--- config.mk ---
export PLATFORM = sky130hd
export DESIGN_NAME = npc_stage_ctrl_flat
export DESIGN_NICKNAME = d
export VERILOG_FILES = /design/src/rtl/npc_ctrl_pkg.sv /design/src/rtl/npc_stage_ctrl_if.sv /design/src/rtl/npc_stage_watchdog.sv /design/src/rtl/npc_stage_ctrl.sv /design/src/flat_wrapper.sv
export SDC_FILE = /design/constraint.sdc
export NUM_CORES = 1
export LEC_CHECK = 0
export BUFFER_PORTS_ARGS = -buffer_cell sky130_fd_sc_hd__buf_2
export CAP_MARGIN = 20
export CORE_AREA = 2 2 73 75
export CTS_BUF_LIST = sky130_fd_sc_hd__clkbuf_4 sky130_fd_sc_hd__clkbuf_8
export DETAILED_ROUTE_END_ITERATION = 8
export DIE_AREA = 0 0 75 77
export GPL_TIMING_DRIVEN = 0
export MAX_ROUTING_LAYER = met4
export PLACE_DENSITY = 0.91
export SLEW_MARGIN = 20
export SYNTH_ARGS = -nofsm -noshare
export SYNTH_HDL_FRONTEND = slang
export SYNTH_SLANG_ARGS = --single-unit
export TNS_END_PERCENT = 100
--- constraint.sdc ---
create_clock -name clk -period 2.8 [get_ports clk]
set_clock_uncertainty 0.2 [all_clocks]
set_input_delay 0.56 -clock clk [delete_from_list [all_inputs] [get_ports clk]]
set_output_delay 0.56 -clock clk [all_outputs]
set_load 0.1 [all_outputs]
--- src/rtl/npc_ctrl_pkg.sv ---
// Shared types for the NPC stage sequencer: FSM state, halt reasons and
// memory-operation codes delivered by the decoder.
package npc_ctrl_pkg;

  typedef enum logic [2:0] {
    S_IF   = 3'd0,
    S_ID   = 3'd1,
    S_EX   = 3'd2,
    S_MEM  = 3'd3,
    S_WB   = 3'd4,
    S_HALT = 3'd5
  } state_t;

  typedef enum logic [1:0] {
    HALT_NONE    = 2'd0,
    HALT_EBREAK  = 2'd1,
    HALT_ILLEGAL = 2'd2,
    HALT_TIMEOUT = 2'd3
  } halt_code_t;

  typedef enum logic [1:0] {
    MEM_NONE  = 2'b00,
    MEM_LOAD  = 2'b01,
    MEM_STORE = 2'b10,
    MEM_RSVD  = 2'b11
  } mem_op_t;

  // States that wait on a unit's done handshake and are guarded by the watchdog.
  function automatic logic is_wait_state(state_t s);
    return (s == S_IF) || (s == S_ID) || (s == S_EX) || (s == S_MEM);
  endfunction

endpackage

--- src/rtl/npc_stage_ctrl_if.sv ---
// Start/done handshake bundle between the stage sequencer (master) and the
// IFU/IDU/EXU/LSU units (slave).
interface npc_stage_ctrl_if;

  logic       ifu_start;
  logic       ifu_done;
  logic       idu_start;
  logic       idu_done;
  logic       ebreak;
  logic       illegal;
  logic [1:0] mem_op;
  logic       exu_start;
  logic       exu_done;
  logic       lsu_req;
  logic       lsu_wen;
  logic       lsu_done;
  logic       rf_we;
  logic       pc_we;

  modport master (
    output ifu_start, idu_start, exu_start, lsu_req, lsu_wen, rf_we, pc_we,
    input  ifu_done, idu_done, ebreak, illegal, mem_op, exu_done, lsu_done
  );

  modport slave (
    input  ifu_start, idu_start, exu_start, lsu_req, lsu_wen, rf_we, pc_we,
    output ifu_done, idu_done, ebreak, illegal, mem_op, exu_done, lsu_done
  );

endinterface

--- src/rtl/npc_stage_watchdog.sv ---
// Per-stage cycle counter: cleared on stage entry, counts waiting cycles and
// flags expiry once TIMEOUT-1 waiting cycles have elapsed.
module npc_stage_watchdog #(
  parameter int TIMEOUT = 1024
) (
  input  logic clk,
  input  logic rst,
  input  logic clr,
  input  logic en,
  output logic expire
);

  localparam int W = $clog2(TIMEOUT);
  localparam logic [W-1:0] CNT_LAST = W'(TIMEOUT - 1);

  logic [W-1:0] cnt;

  assign expire = (cnt == CNT_LAST);

  // Holds at the last value so expiry stays visible until the stage is left.
  always_ff @(posedge clk) begin
    if (rst || clr) begin
      cnt <= '0;
    end else if (en && !expire) begin
      cnt <= cnt + W'(1);
    end
  end

endmodule

--- src/rtl/npc_stage_ctrl.sv ---
// Multi-cycle sequencer for the single-issue NPC core: steps one instruction
// through IF/ID/EX/(MEM)/WB and owns rf/pc strobes, retire count and halting.
module npc_stage_ctrl
  import npc_ctrl_pkg::*;
#(
  parameter int CNT_W   = 32,
  parameter int TIMEOUT = 1024
) (
  input  logic              clk,
  input  logic              rst,
  npc_stage_ctrl_if.master  bus,
  output logic              halted,
  output logic [1:0]        halt_code,
  output logic [CNT_W-1:0]  retire_cnt,
  output logic [2:0]        state
);

  state_t           st;
  logic             entry;
  mem_op_t          mem_q;
  halt_code_t       halt_q;
  logic             halted_q;
  logic [CNT_W-1:0] retire_q;

  logic stage_done;
  logic waiting;
  logic wd_expire;
  logic timeout;
  logic advance;
  logic dec_illegal;

  assign waiting = is_wait_state(st);

  always_comb begin
    stage_done = 1'b0;
    case (st)
      S_IF:    stage_done = bus.ifu_done;
      S_ID:    stage_done = bus.idu_done;
      S_EX:    stage_done = bus.exu_done;
      S_MEM:   stage_done = bus.lsu_done;
      default: stage_done = 1'b0;
    endcase
  end

  // A done arriving in the expiry cycle wins over the timeout.
  assign timeout     = waiting && !stage_done && wd_expire;
  assign advance     = (waiting && stage_done) || timeout || (st == S_WB);
  assign dec_illegal = bus.illegal || (mem_op_t'(bus.mem_op) == MEM_RSVD);

  npc_stage_watchdog #(
    .TIMEOUT (TIMEOUT)
  ) u_watchdog (
    .clk    (clk),
    .rst    (rst),
    .clr    (advance),
    .en     (waiting && !stage_done),
    .expire (wd_expire)
  );

  always_ff @(posedge clk) begin
    if (rst) begin
      st       <= S_IF;
      entry    <= 1'b1;
      mem_q    <= MEM_NONE;
      halt_q   <= HALT_NONE;
      halted_q <= 1'b0;
      retire_q <= '0;
    end else begin
      entry <= advance;
      if (timeout) begin
        st       <= S_HALT;
        halt_q   <= HALT_TIMEOUT;
        halted_q <= 1'b1;
      end else begin
        case (st)
          S_IF: begin
            if (bus.ifu_done) st <= S_ID;
          end
          S_ID: begin
            if (bus.idu_done) begin
              if (dec_illegal) begin
                st       <= S_HALT;
                halt_q   <= HALT_ILLEGAL;
                halted_q <= 1'b1;
              end else if (bus.ebreak) begin
                // ebreak counts as retired but never writes rf or pc.
                st       <= S_HALT;
                halt_q   <= HALT_EBREAK;
                halted_q <= 1'b1;
                retire_q <= retire_q + CNT_W'(1);
              end else begin
                mem_q <= mem_op_t'(bus.mem_op);
                st    <= S_EX;
              end
            end
          end
          S_EX: begin
            if (bus.exu_done) st <= (mem_q != MEM_NONE) ? S_MEM : S_WB;
          end
          S_MEM: begin
            if (bus.lsu_done) st <= S_WB;
          end
          S_WB: begin
            retire_q <= retire_q + CNT_W'(1);
            st       <= S_IF;
          end
          S_HALT: begin
            st <= S_HALT;
          end
          default: begin
            st <= S_IF;
          end
        endcase
      end
    end
  end

  // Strobes are decoded from registered state; rst masks them in its own cycle.
  assign bus.ifu_start = !rst && entry && (st == S_IF);
  assign bus.idu_start = !rst && entry && (st == S_ID);
  assign bus.exu_start = !rst && entry && (st == S_EX);
  assign bus.lsu_req   = !rst && (st == S_MEM);
  assign bus.lsu_wen   = bus.lsu_req && (mem_q == MEM_STORE);
  assign bus.pc_we     = !rst && (st == S_WB);
  assign bus.rf_we     = bus.pc_we && (mem_q != MEM_STORE);

  assign halted     = halted_q;
  assign halt_code  = halt_q;
  assign retire_cnt = retire_q;
  assign state      = st;

endmodule

--- src/flat_wrapper.sv ---
// flat-port wrapper written by rule: the top's interface ports become plain ports
module npc_stage_ctrl_flat import npc_ctrl_pkg::*;
#(
  parameter int CNT_W   = 32,
  parameter int TIMEOUT = 1024
)
  (clk, rst, halted, halt_code, retire_cnt, state, bus_ifu_start, bus_idu_start, bus_exu_start, bus_lsu_req, bus_lsu_wen, bus_rf_we, bus_pc_we, bus_ifu_done, bus_idu_done, bus_ebreak, bus_illegal, bus_mem_op, bus_exu_done, bus_lsu_done);
  npc_stage_ctrl_if bus_i ();
  input  logic clk;
  input  logic rst;
  output logic halted;
  output logic [1:0] halt_code;
  output logic [CNT_W-1:0] retire_cnt;
  output logic [2:0] state;
  output wire logic [$bits(bus_i.ifu_start)-1:0] bus_ifu_start;
  output wire logic [$bits(bus_i.idu_start)-1:0] bus_idu_start;
  output wire logic [$bits(bus_i.exu_start)-1:0] bus_exu_start;
  output wire logic [$bits(bus_i.lsu_req)-1:0] bus_lsu_req;
  output wire logic [$bits(bus_i.lsu_wen)-1:0] bus_lsu_wen;
  output wire logic [$bits(bus_i.rf_we)-1:0] bus_rf_we;
  output wire logic [$bits(bus_i.pc_we)-1:0] bus_pc_we;
  input wire logic [$bits(bus_i.ifu_done)-1:0] bus_ifu_done;
  input wire logic [$bits(bus_i.idu_done)-1:0] bus_idu_done;
  input wire logic [$bits(bus_i.ebreak)-1:0] bus_ebreak;
  input wire logic [$bits(bus_i.illegal)-1:0] bus_illegal;
  input wire logic [$bits(bus_i.mem_op)-1:0] bus_mem_op;
  input wire logic [$bits(bus_i.exu_done)-1:0] bus_exu_done;
  input wire logic [$bits(bus_i.lsu_done)-1:0] bus_lsu_done;
  assign bus_ifu_start = bus_i.ifu_start;
  assign bus_idu_start = bus_i.idu_start;
  assign bus_exu_start = bus_i.exu_start;
  assign bus_lsu_req = bus_i.lsu_req;
  assign bus_lsu_wen = bus_i.lsu_wen;
  assign bus_rf_we = bus_i.rf_we;
  assign bus_pc_we = bus_i.pc_we;
  assign bus_i.ifu_done = bus_ifu_done;
  assign bus_i.idu_done = bus_idu_done;
  assign bus_i.ebreak = bus_ebreak;
  assign bus_i.illegal = bus_illegal;
  assign bus_i.mem_op = bus_mem_op;
  assign bus_i.exu_done = bus_exu_done;
  assign bus_i.lsu_done = bus_lsu_done;
  npc_stage_ctrl #(.CNT_W(CNT_W), .TIMEOUT(TIMEOUT)) u_core (.clk(clk), .rst(rst), .bus(bus_i), .halted(halted), .halt_code(halt_code), .retire_cnt(retire_cnt), .state(state));
endmodule
==> impl_metrics.prom, run 1 <==
# TYPE chip_impl_metric gauge
chip_impl_metric{name="die_height",unit="um"} 77
chip_impl_metric{name="num_io_pins",unit=""} 55
chip_impl_metric{name="post_dp_cell_area",unit="mm^2"} 0.00325
chip_impl_metric{name="finish.instance_area",unit="mm^2"} 0.00336
chip_impl_metric{name="avgRoutedWirePerCell",unit="um"} 15.5
chip_impl_metric{name="detailed_place_hpwl",unit="mm"} 4.94
chip_impl_metric{name="finalMaxSlewViolations",unit=""} 0
chip_impl_metric{name="leakagePower",unit="nW"} 1.28
chip_impl_metric{name="synth_fp_nets",unit=""} 340
chip_impl_metric{name="fillerInstances",unit=""} 412
chip_impl_info{name="synth_top_cells_by_area",value="sky130_fd_sc_hd__dfxtp_1 37%, sky130_fd_sc_hd__mux2_2 7.3%, sky130_fd_sc_hd__a21oi_1 4.5%"} 1
chip_impl_metric{name="ir_drop",unit="uV"} 233
chip_impl_info{name="path_cells",value="clkbuf_2 -> nor4b_4 -> a21boi_4 -> buf_2"} 1
chip_impl_info{name="min_path_type",value="flop to flop"} 1
chip_impl_metric{name="worst_slack_placed",unit="ps"} 225
chip_impl_metric{name="via_count",unit=""} 2812
chip_impl_metric{name="core",unit="mm^2"} 0.00498
chip_impl_metric{name="max_clock_freq",unit="GHz"} 0.378
chip_impl_metric{name="drtAntennaViolNets",unit=""} 0
chip_impl_metric{name="timing.critical_path.required",unit="ps"} 2040
chip_impl_metric{name="netlist_instances",unit=""} 328
chip_impl_metric{name="slew_at_the_pin_closest_to_its_max_slew_limit",unit="ps"} 581
chip_impl_metric{name="final_nets",unit=""} 400
chip_impl_metric{name="layout_min_cycle_time",unit="ps"} 2650
chip_impl_metric{name="number_of_cells_after_detailed_placement",unit=""} 451
chip_impl_info{name="rsz0062_at_grt",value="false"} 1
chip_impl_metric{name="grt_antenna_before_repair",unit=""} 0
chip_impl_metric{name="global_route_wire_length_before_repair",unit="mm"} 11.6
chip_impl_metric{name="firstDrtPassIters",unit=""} 7
chip_impl_metric{name="clk-insertion-delay-late",unit="ps"} 310
chip_impl_metric{name="maximum_number_of_pins_on_one_net_before_global_route_repair",unit=""} 15
chip_impl_metric{name="synth-seq-cells",unit=""} 51
chip_impl_metric{name="post-route-worst-setup-slack",unit="ps"} 151
chip_impl_metric{name="initial_core_util",unit="%"} 55.8
chip_impl_metric{name="r2r_cells",unit=""} 6
chip_impl_metric{name="drcViolationCount",unit=""} 0
chip_impl_metric{name="arrival",unit="ps"} 1890
chip_impl_info{name="clock_tree_from_tritoncts",value="built"} 1
chip_impl_metric{name="initial_drt_markers",unit=""} 176
chip_impl_metric{name="inserted_clock_buffers",unit=""} 5
chip_impl_metric{name="report.power.total",unit="mW"} 1.56
chip_impl_metric{name="synth_cell_types",unit=""} 45
chip_impl_metric{name="avgSynthCellArea",unit="um^2"} 8.46
chip_impl_metric{name="cts_hold_buffers",unit=""} 0
chip_impl_metric{name="place.gp.congestion",unit=""} 0.848
chip_impl_metric{name="slew-limit-headroom",unit="%"} 61.3
chip_impl_metric{name="worst_setup_hold_path_clk_slew",unit="ps"} 90
chip_impl_metric{name="number_of_enable_flip_flop_cells_after_synthesis",unit=""} 0
chip_impl_metric{name="crit_path_max_incr_delay",unit="ps"} 430
chip_impl_metric{name="layout-drive-gt1-share",unit="%"} 27.1
chip_impl_metric{name="rrSetupSlack",unit="ps"} 500
chip_impl_metric{name="cts_post_setup_buffers_inserted",unit=""} 0
chip_impl_metric{name="place.port_buffers",unit=""} 53
chip_impl_metric{name="min_path_cells",unit=""} 2
chip_impl_info{name="crit_path_start_kind",value="flop"} 1
chip_impl_metric{name="ctsResizeCount",unit=""} 0
chip_impl_metric{name="synth_async_sr_flop_share",unit="%"} 0
chip_impl_info{name="crit_path_end_kind",value="output port"} 1
chip_impl_metric{name="clockBufferDepth",unit=""} 2
chip_impl_metric{name="grtUsageTotal",unit="%"} 25.8
chip_impl_info{name="primary_ff_master_synth",value="sky130_fd_sc_hd__dfxtp_1"} 1
chip_impl_metric{name="synthesized_cell_area",unit="mm^2"} 0.00278
chip_impl_metric{name="post_layout_nonfiller_instances",unit=""} 458
chip_impl_metric{name="synth_top_area_share",unit="%"} 36.8
chip_impl_info{name="post-synth-top-area-cell",value="sky130_fd_sc_hd__dfxtp_1"} 1
chip_impl_metric{name="rows",unit=""} 26
chip_impl_metric{name="via_per_inst",unit=""} 6.14
chip_impl_metric{name="max_cap_viol_count",unit=""} 0
chip_impl_metric{name="crit_fanout",unit=""} 10
chip_impl_metric{name="grt-ovfl-total",unit=""} 0
chip_impl_metric{name="setup_viol",unit=""} 0
chip_impl_info{name="cts-root-buf",value="sky130_fd_sc_hd__clkbuf_8"} 1
chip_impl_metric{name="detail_route.wirelength",unit="mm"} 7.09
chip_impl_metric{name="flow.area_growth_from_synthesis",unit="%"} 21.1
chip_impl_metric{name="worst_hold_slack",unit="ps"} 311
chip_impl_metric{name="final-hold-violation-count",unit=""} 0
chip_impl_info{name="status",value="completed"} 1
chip_impl_metric{name="dieWidth",unit="um"} 75
chip_impl_metric{name="power_per_cell_area",unit="mW/mm^2"} 463
chip_impl_metric{name="insertedDiodeCount",unit=""} 0
chip_impl_info{name="cp_slowest_cell",value="sky130_fd_sc_hd__buf_2"} 1
chip_impl_metric{name="cts_h_tree_lvls",unit=""} 2
chip_impl_metric{name="final.period_utilization",unit="%"} 94.6
chip_impl_info{name="timing_worst_setup_path_type",value="flop to output port"} 1
chip_impl_metric{name="grt_pass1_vias",unit=""} 2625
chip_impl_metric{name="synthesis.yosys.warnings",unit=""} 0
chip_impl_metric{name="number_of_clock_sinks",unit=""} 51
chip_impl_metric{name="die_area",unit="mm^2"} 0.00578
chip_impl_metric{name="seq_area_frac_synth",unit="%"} 36.8
==> final timing paths <==
check / start / to
max: u_core.state[2] / bus_rf_we
min: u_core.u_watchdog.cnt[9] / u_core.u_watchdog.cnt[9]
max reg2reg: u_core.retire_cnt[3] / u_core.retire_cnt[25]
min reg2reg: u_core.u_watchdog.cnt[9] / u_core.u_watchdog.cnt[9]
==> state kept, by name, summed over array words and instances (netlist names) <==
| register | flops |
|---|---|
| u_core.entry | 1 |
| u_core.halt_code | 2 |
| u_core.halted | 1 |
| u_core.mem_q | 2 |
| u_core.retire_cnt | 32 |
| u_core.state | 3 |
| u_core.u_watchdog.cnt | 10 |
==> Yosys cell counts, types with 11 or more instances <==
cell type                  number
sky130_fd_sc_hd__nor4_1        11
sky130_fd_sc_hd__o21ai_0       11
sky130_fd_sc_hd__o31ai_1       13
sky130_fd_sc_hd__or4_1         13
sky130_fd_sc_hd__mux2_2        18
sky130_fd_sc_hd__nor2_1        29
sky130_fd_sc_hd__clkbuf_1      12
sky130_fd_sc_hd__nand3_1       15
sky130_fd_sc_hd__nand2_1       14
sky130_fd_sc_hd__nor2b_1       20
sky130_fd_sc_hd__dfxtp_1       51
sky130_fd_sc_hd__a21oi_1       25
sky130_fd_sc_hd__nand4_1       11
==> power by group <==
group | switching, mW | total (mW) | internal, mW
clock network | 0.237 | 0.509 | 0.272
registers | 0.0130 | 0.751 | 0.738
logic | 0.218 | 0.296 | 0.0780
==> per-stage QoR <==
stage | TNS, ps | utilization, %
finish | 0 | 67.5
global route | 0 | 67.5
CTS | 0 | 67.5
detailed placement | 0 | 65.4
global placement | 0 | 65.4
floorplan | -664 | -
==> layer usage <==
| metal | global-route usage, % | up-vias | routed length [um] |
|---|---|---|---|
| met3 | 4.34 | 17 | 544 |
| met1 | 31.7 | 1303 | 3010 |
| met2 | 40.6 | 144 | 3420 |
| met5 | - | - | 0 |
| li1 | - | 1348 | - |
| met4 | 12.3 | 0 | 118 |
==> placed cells by master (no fill, tap or decap), drive strengths merged, types with 5 or more instances in the layout <==
cell type   n
and2        5
or4        13
nand4      11
dfxtp      51
nand2b      6
mux2i       5
nor4       11
clkbuf     18
and4        8
nor2       29
mux2       18
nor4b       7
nor2b      20
or3         7
a21oi      25
o21ai      12
nand2      14
buf        64
a31oi       6
o31ai      13
nand3      15
==> critical path: cells and delay by family, from the launching register on <==
family,cells,cell delay [ps]
flops,1,380
buf+inv,2,680
compound gates,1,220
simple gates,1,300
==> cell families (layout without fill, tap and decap cells) <==
| family | after synthesis | in the layout | synth area share, % |
|---|---|---|---|
| AO/OA/AOI/OAI | 66 | 66 | 15.1 |
| XOR/XNOR | 1 | 1 | 0.316 |
| adder cells (fa/ha/maj) | 2 | 2 | 0.902 |
| buffers and inverters | 27 | 87 | 4.42 |
| flip-flops | 51 | 51 | 36.8 |
| multiplexers | 23 | 23 | 9.11 |
| AND/OR/NAND/NOR | 158 | 158 | 33.3 |
==> layout make-up <==
type | count | area [um^2] | share of cell area (%)
tap | 70 | 87.6 | 2.61
inverter | 4 | 15.0 | 0.447
clock inverter | 1 | 30.0 | 0.894
multi-input combinational | 250 | 1700 | 50.6
buffer | 23 | 153 | 4.54
timing repair buffer | 53 | 265 | 7.89
clock buffer | 6 | 76.3 | 2.27
sequential | 51 | 1030 | 30.7
(Power assumes the default switching activity.)
==> run 2, diff against run 1 <==
--- a/config.mk
+++ b/config.mk
@@ -7,13 +7,13 @@
 export LEC_CHECK = 0
 export BUFFER_PORTS_ARGS = -buffer_cell sky130_fd_sc_hd__buf_2
 export CAP_MARGIN = 20
-export CORE_AREA = 2 2 73 75
+export CORE_AREA = 2 2 75 77
 export CTS_BUF_LIST = sky130_fd_sc_hd__clkbuf_4 sky130_fd_sc_hd__clkbuf_8
 export DETAILED_ROUTE_END_ITERATION = 8
-export DIE_AREA = 0 0 75 77
+export DIE_AREA = 0 0 77 79
 export GPL_TIMING_DRIVEN = 0
 export MAX_ROUTING_LAYER = met4
-export PLACE_DENSITY = 0.91
+export PLACE_DENSITY = 0.87
 export SLEW_MARGIN = 20
 export SYNTH_ARGS = -nofsm -noshare
 export SYNTH_HDL_FRONTEND = slang
==> constraint.sdc (replaced) <==
create_clock -name clk -period 3 [get_ports clk]
set_clock_uncertainty 0.2 [all_clocks]
set_input_delay 0.6 -clock clk [delete_from_list [all_inputs] [get_ports clk]]
set_output_delay 0.6 -clock clk [all_outputs]
set_load 0.1 [all_outputs]
==> run 2 against run 1 <==
Against the previous run:
- via count down 1.4%
- die area increased by 5.3%
- routed wire length is 3.6% lower
==> impl_metrics.prom, run 2 (synthesis results as in run 1) <==
# TYPE chip_impl_metric gauge
chip_impl_info{name="status",value="completed"} 1
chip_impl_metric{name="slew-limit-headroom",unit="%"} 58.4
chip_impl_metric{name="slew_at_the_pin_closest_to_its_max_slew_limit",unit="ps"} 624
chip_impl_metric{name="clk-insertion-delay-late",unit="ps"} 310
chip_impl_info{name="mostFrequentLayoutCells",value="58 x sky130_fd_sc_hd__buf_2, 48 x sky130_fd_sc_hd__dfxtp_1, 27 x sky130_fd_sc_hd__nor2_1, 25 x sky130_fd_sc_hd__a21oi_1, 20 x sky130_fd_sc_hd__nor2b_1"} 1
chip_impl_metric{name="num_io_pins",unit=""} 55
chip_impl_metric{name="layout_min_cycle_time",unit="ps"} 2660
chip_impl_metric{name="max_cap_viol_count",unit=""} 0
chip_impl_metric{name="insertedDiodeCount",unit=""} 0
chip_impl_metric{name="via_per_inst",unit=""} 6.04
chip_impl_metric{name="drtAntennaViolNets",unit=""} 0
chip_impl_metric{name="worst_setup_hold_path_clk_slew",unit="ps"} 90
chip_impl_metric{name="cts_post_setup_buffers_inserted",unit=""} 0
chip_impl_metric{name="clockBufferDepth",unit=""} 2
chip_impl_info{name="cts-root-buf",value="sky130_fd_sc_hd__clkbuf_8"} 1
chip_impl_metric{name="detail_route.wirelength",unit="mm"} 6.83
chip_impl_metric{name="place.gp.congestion",unit=""} 0.844
chip_impl_metric{name="report.power.total",unit="mW"} 1.44
chip_impl_info{name="min_path_type",value="flop to flop"} 1
chip_impl_metric{name="cts_hold_buffers",unit=""} 0
chip_impl_info{name="crit_path_end_kind",value="output port"} 1
chip_impl_metric{name="detailed_place_hpwl",unit="mm"} 4.87
chip_impl_metric{name="rows",unit=""} 27
chip_impl_metric{name="rrSetupSlack",unit="ps"} 700
chip_impl_metric{name="power_per_cell_area",unit="mW/mm^2"} 432
chip_impl_metric{name="grt_antenna_before_repair",unit=""} 0
chip_impl_metric{name="core",unit="mm^2"} 0.00534
chip_impl_metric{name="grt-ovfl-total",unit=""} 0
chip_impl_metric{name="ctsResizeCount",unit=""} 0
chip_impl_metric{name="cts_h_tree_lvls",unit=""} 2
chip_impl_metric{name="finalMaxSlewViolations",unit=""} 0
chip_impl_metric{name="drcViolationCount",unit=""} 0
chip_impl_info{name="leading_cell_type_in_the_layout_fill_and_taps_excluded",value="sky130_fd_sc_hd__buf_2"} 1
chip_impl_metric{name="maximum_number_of_pins_on_one_net_before_global_route_repair",unit=""} 16
chip_impl_metric{name="initial_drt_markers",unit=""} 193
chip_impl_metric{name="setup_total_negative_slack",unit="ps"} 0
chip_impl_info{name="timing_worst_setup_path_type",value="flop to output port"} 1
chip_impl_metric{name="timing.critical_path.required",unit="ps"} 2200
chip_impl_metric{name="avgRoutedWirePerCell",unit="um"} 14.9
chip_impl_metric{name="number_of_cells_after_detailed_placement",unit=""} 453
chip_impl_metric{name="utilization",unit="%"} 62.7
chip_impl_metric{name="setup_viol",unit=""} 0
chip_impl_metric{name="arrival",unit="ps"} 1860
chip_impl_metric{name="via_count",unit=""} 2773
chip_impl_metric{name="grt_pass1_vias",unit=""} 2418
chip_impl_metric{name="die_height",unit="um"} 79
chip_impl_metric{name="final_nets",unit=""} 399
chip_impl_metric{name="flow.area_growth_from_synthesis",unit="%"} 20.6
chip_impl_metric{name="r2r_cells",unit=""} 6
chip_impl_metric{name="leakagePower",unit="nW"} 1.28
chip_impl_metric{name="max_clock_freq",unit="GHz"} 0.376
chip_impl_metric{name="final.period_utilization",unit="%"} 88.5
chip_impl_metric{name="ir_drop",unit="uV"} 287
chip_impl_metric{name="inserted_clock_buffers",unit=""} 5
chip_impl_metric{name="crit_fanout",unit=""} 10
chip_impl_info{name="worst_setup_path_endpoint",value="bus_lsu_wen"} 1
chip_impl_metric{name="firstDrtPassIters",unit=""} 5
chip_impl_metric{name="dieWidth",unit="um"} 77
chip_impl_metric{name="global_route_wire_length_before_repair",unit="mm"} 11.2
chip_impl_info{name="clock_tree_from_tritoncts",value="built"} 1
chip_impl_info{name="r2r_start",value="u_core.retire_cnt[3]"} 1
chip_impl_info{name="setup.worst_path.start",value="u_core.state[2]"} 1
chip_impl_metric{name="place.port_buffers",unit=""} 53
chip_impl_metric{name="initial_core_util",unit="%"} 52.0
chip_impl_metric{name="layout-drive-gt1-share",unit="%"} 26.6
chip_impl_info{name="rsz0062_at_grt",value="false"} 1
chip_impl_metric{name="post_layout_nonfiller_instances",unit=""} 459
chip_impl_metric{name="final-hold-violation-count",unit=""} 0
chip_impl_metric{name="grtUsageTotal",unit="%"} 22.7
chip_impl_metric{name="largest_register_ffs",unit=""} 32
chip_impl_metric{name="die_area",unit="mm^2"} 0.00608
chip_impl_info{name="timing.rr.end",value="u_core.retire_cnt[27]"} 1
chip_impl_info{name="crit_path_start_kind",value="flop"} 1
chip_impl_metric{name="number_of_clock_sinks",unit=""} 51
[run 2: changes by cell type in the layout (fill, tap and decap cells not counted)]
cell / delta
sky130_fd_sc_hd__nand2b_2: -1
sky130_fd_sc_hd__nand2b_1: +1
sky130_fd_sc_hd__clkbuf_4: -1
sky130_fd_sc_hd__inv_4: +1
sky130_fd_sc_hd__clkbuf_8: -1
[run 2: layer usage]
metal | track usage, % | up-vias | share of wire, %
met5 | - | - | 0
met4 | 6.25 | 0 | 1.6
met3 | 4.32 | 14 | 6.6
met2 | 37.6 | 124 | 48
met1 | 28.6 | 1288 | 43
li1 | - | 1347 | -
[run 2: worst min-delay path by stage]
stage	startpoint	end	slack, ps	cells past startpoint
floorplan	u_core.u_watchdog.cnt[6]	u_core.u_watchdog.cnt[6]	260	2
global placement	u_core.u_watchdog.cnt[9]	u_core.u_watchdog.cnt[9]	280	2
detailed placement	u_core.retire_cnt[12]	u_core.retire_cnt[12]	290	2
CTS	u_core.retire_cnt[12]	u_core.retire_cnt[12]	310	2
global route	u_core.retire_cnt[10]	u_core.retire_cnt[10]	340	2
finish	u_core.u_watchdog.cnt[6]	u_core.u_watchdog.cnt[6]	300	2
[run 2: where the power goes]
group / total, mW / internal [mW] / leakage, nW / switching (mW)
clock network: 0.472 / 0.245 / 0.0545 / 0.227
registers: 0.701 / 0.689 / 0.414 / 0.0124
logic: 0.270 / 0.0692 / 0.808 / 0.201
[run 2: cell type report]
type	instances	area (um^2)
buffer	22	139
clock inverter	2	36.3
fill	497	1990
tap	72	90.1
inverter	4	15.0
multi-input combinational	250	1700
sequential	51	1030
clock buffer	5	68.8
timing repair buffer	53	265
[run 2: metrics by stage]
step | hold WS [ps] | worst slack (ps) | instance area [um^2]
final | 304 | 344 | 3350
after global routing | 336 | 265 | 3350
after CTS | 305 | 54.8 | 3350
after detailed placement | 292 | 335 | 3240
after global placement | 275 | 338 | 3240
after floorplan | 261 | -544 | 2890
[run 2: worst max-delay path, cell delays in order (launching register included)]
cell	delay, ps
sky130_fd_sc_hd__dfxtp_4	370
sky130_fd_sc_hd__clkbuf_2	200
sky130_fd_sc_hd__nand2b_1	250
sky130_fd_sc_hd__nor2_4	140
sky130_fd_sc_hd__and3_4	180
sky130_fd_sc_hd__buf_2	410
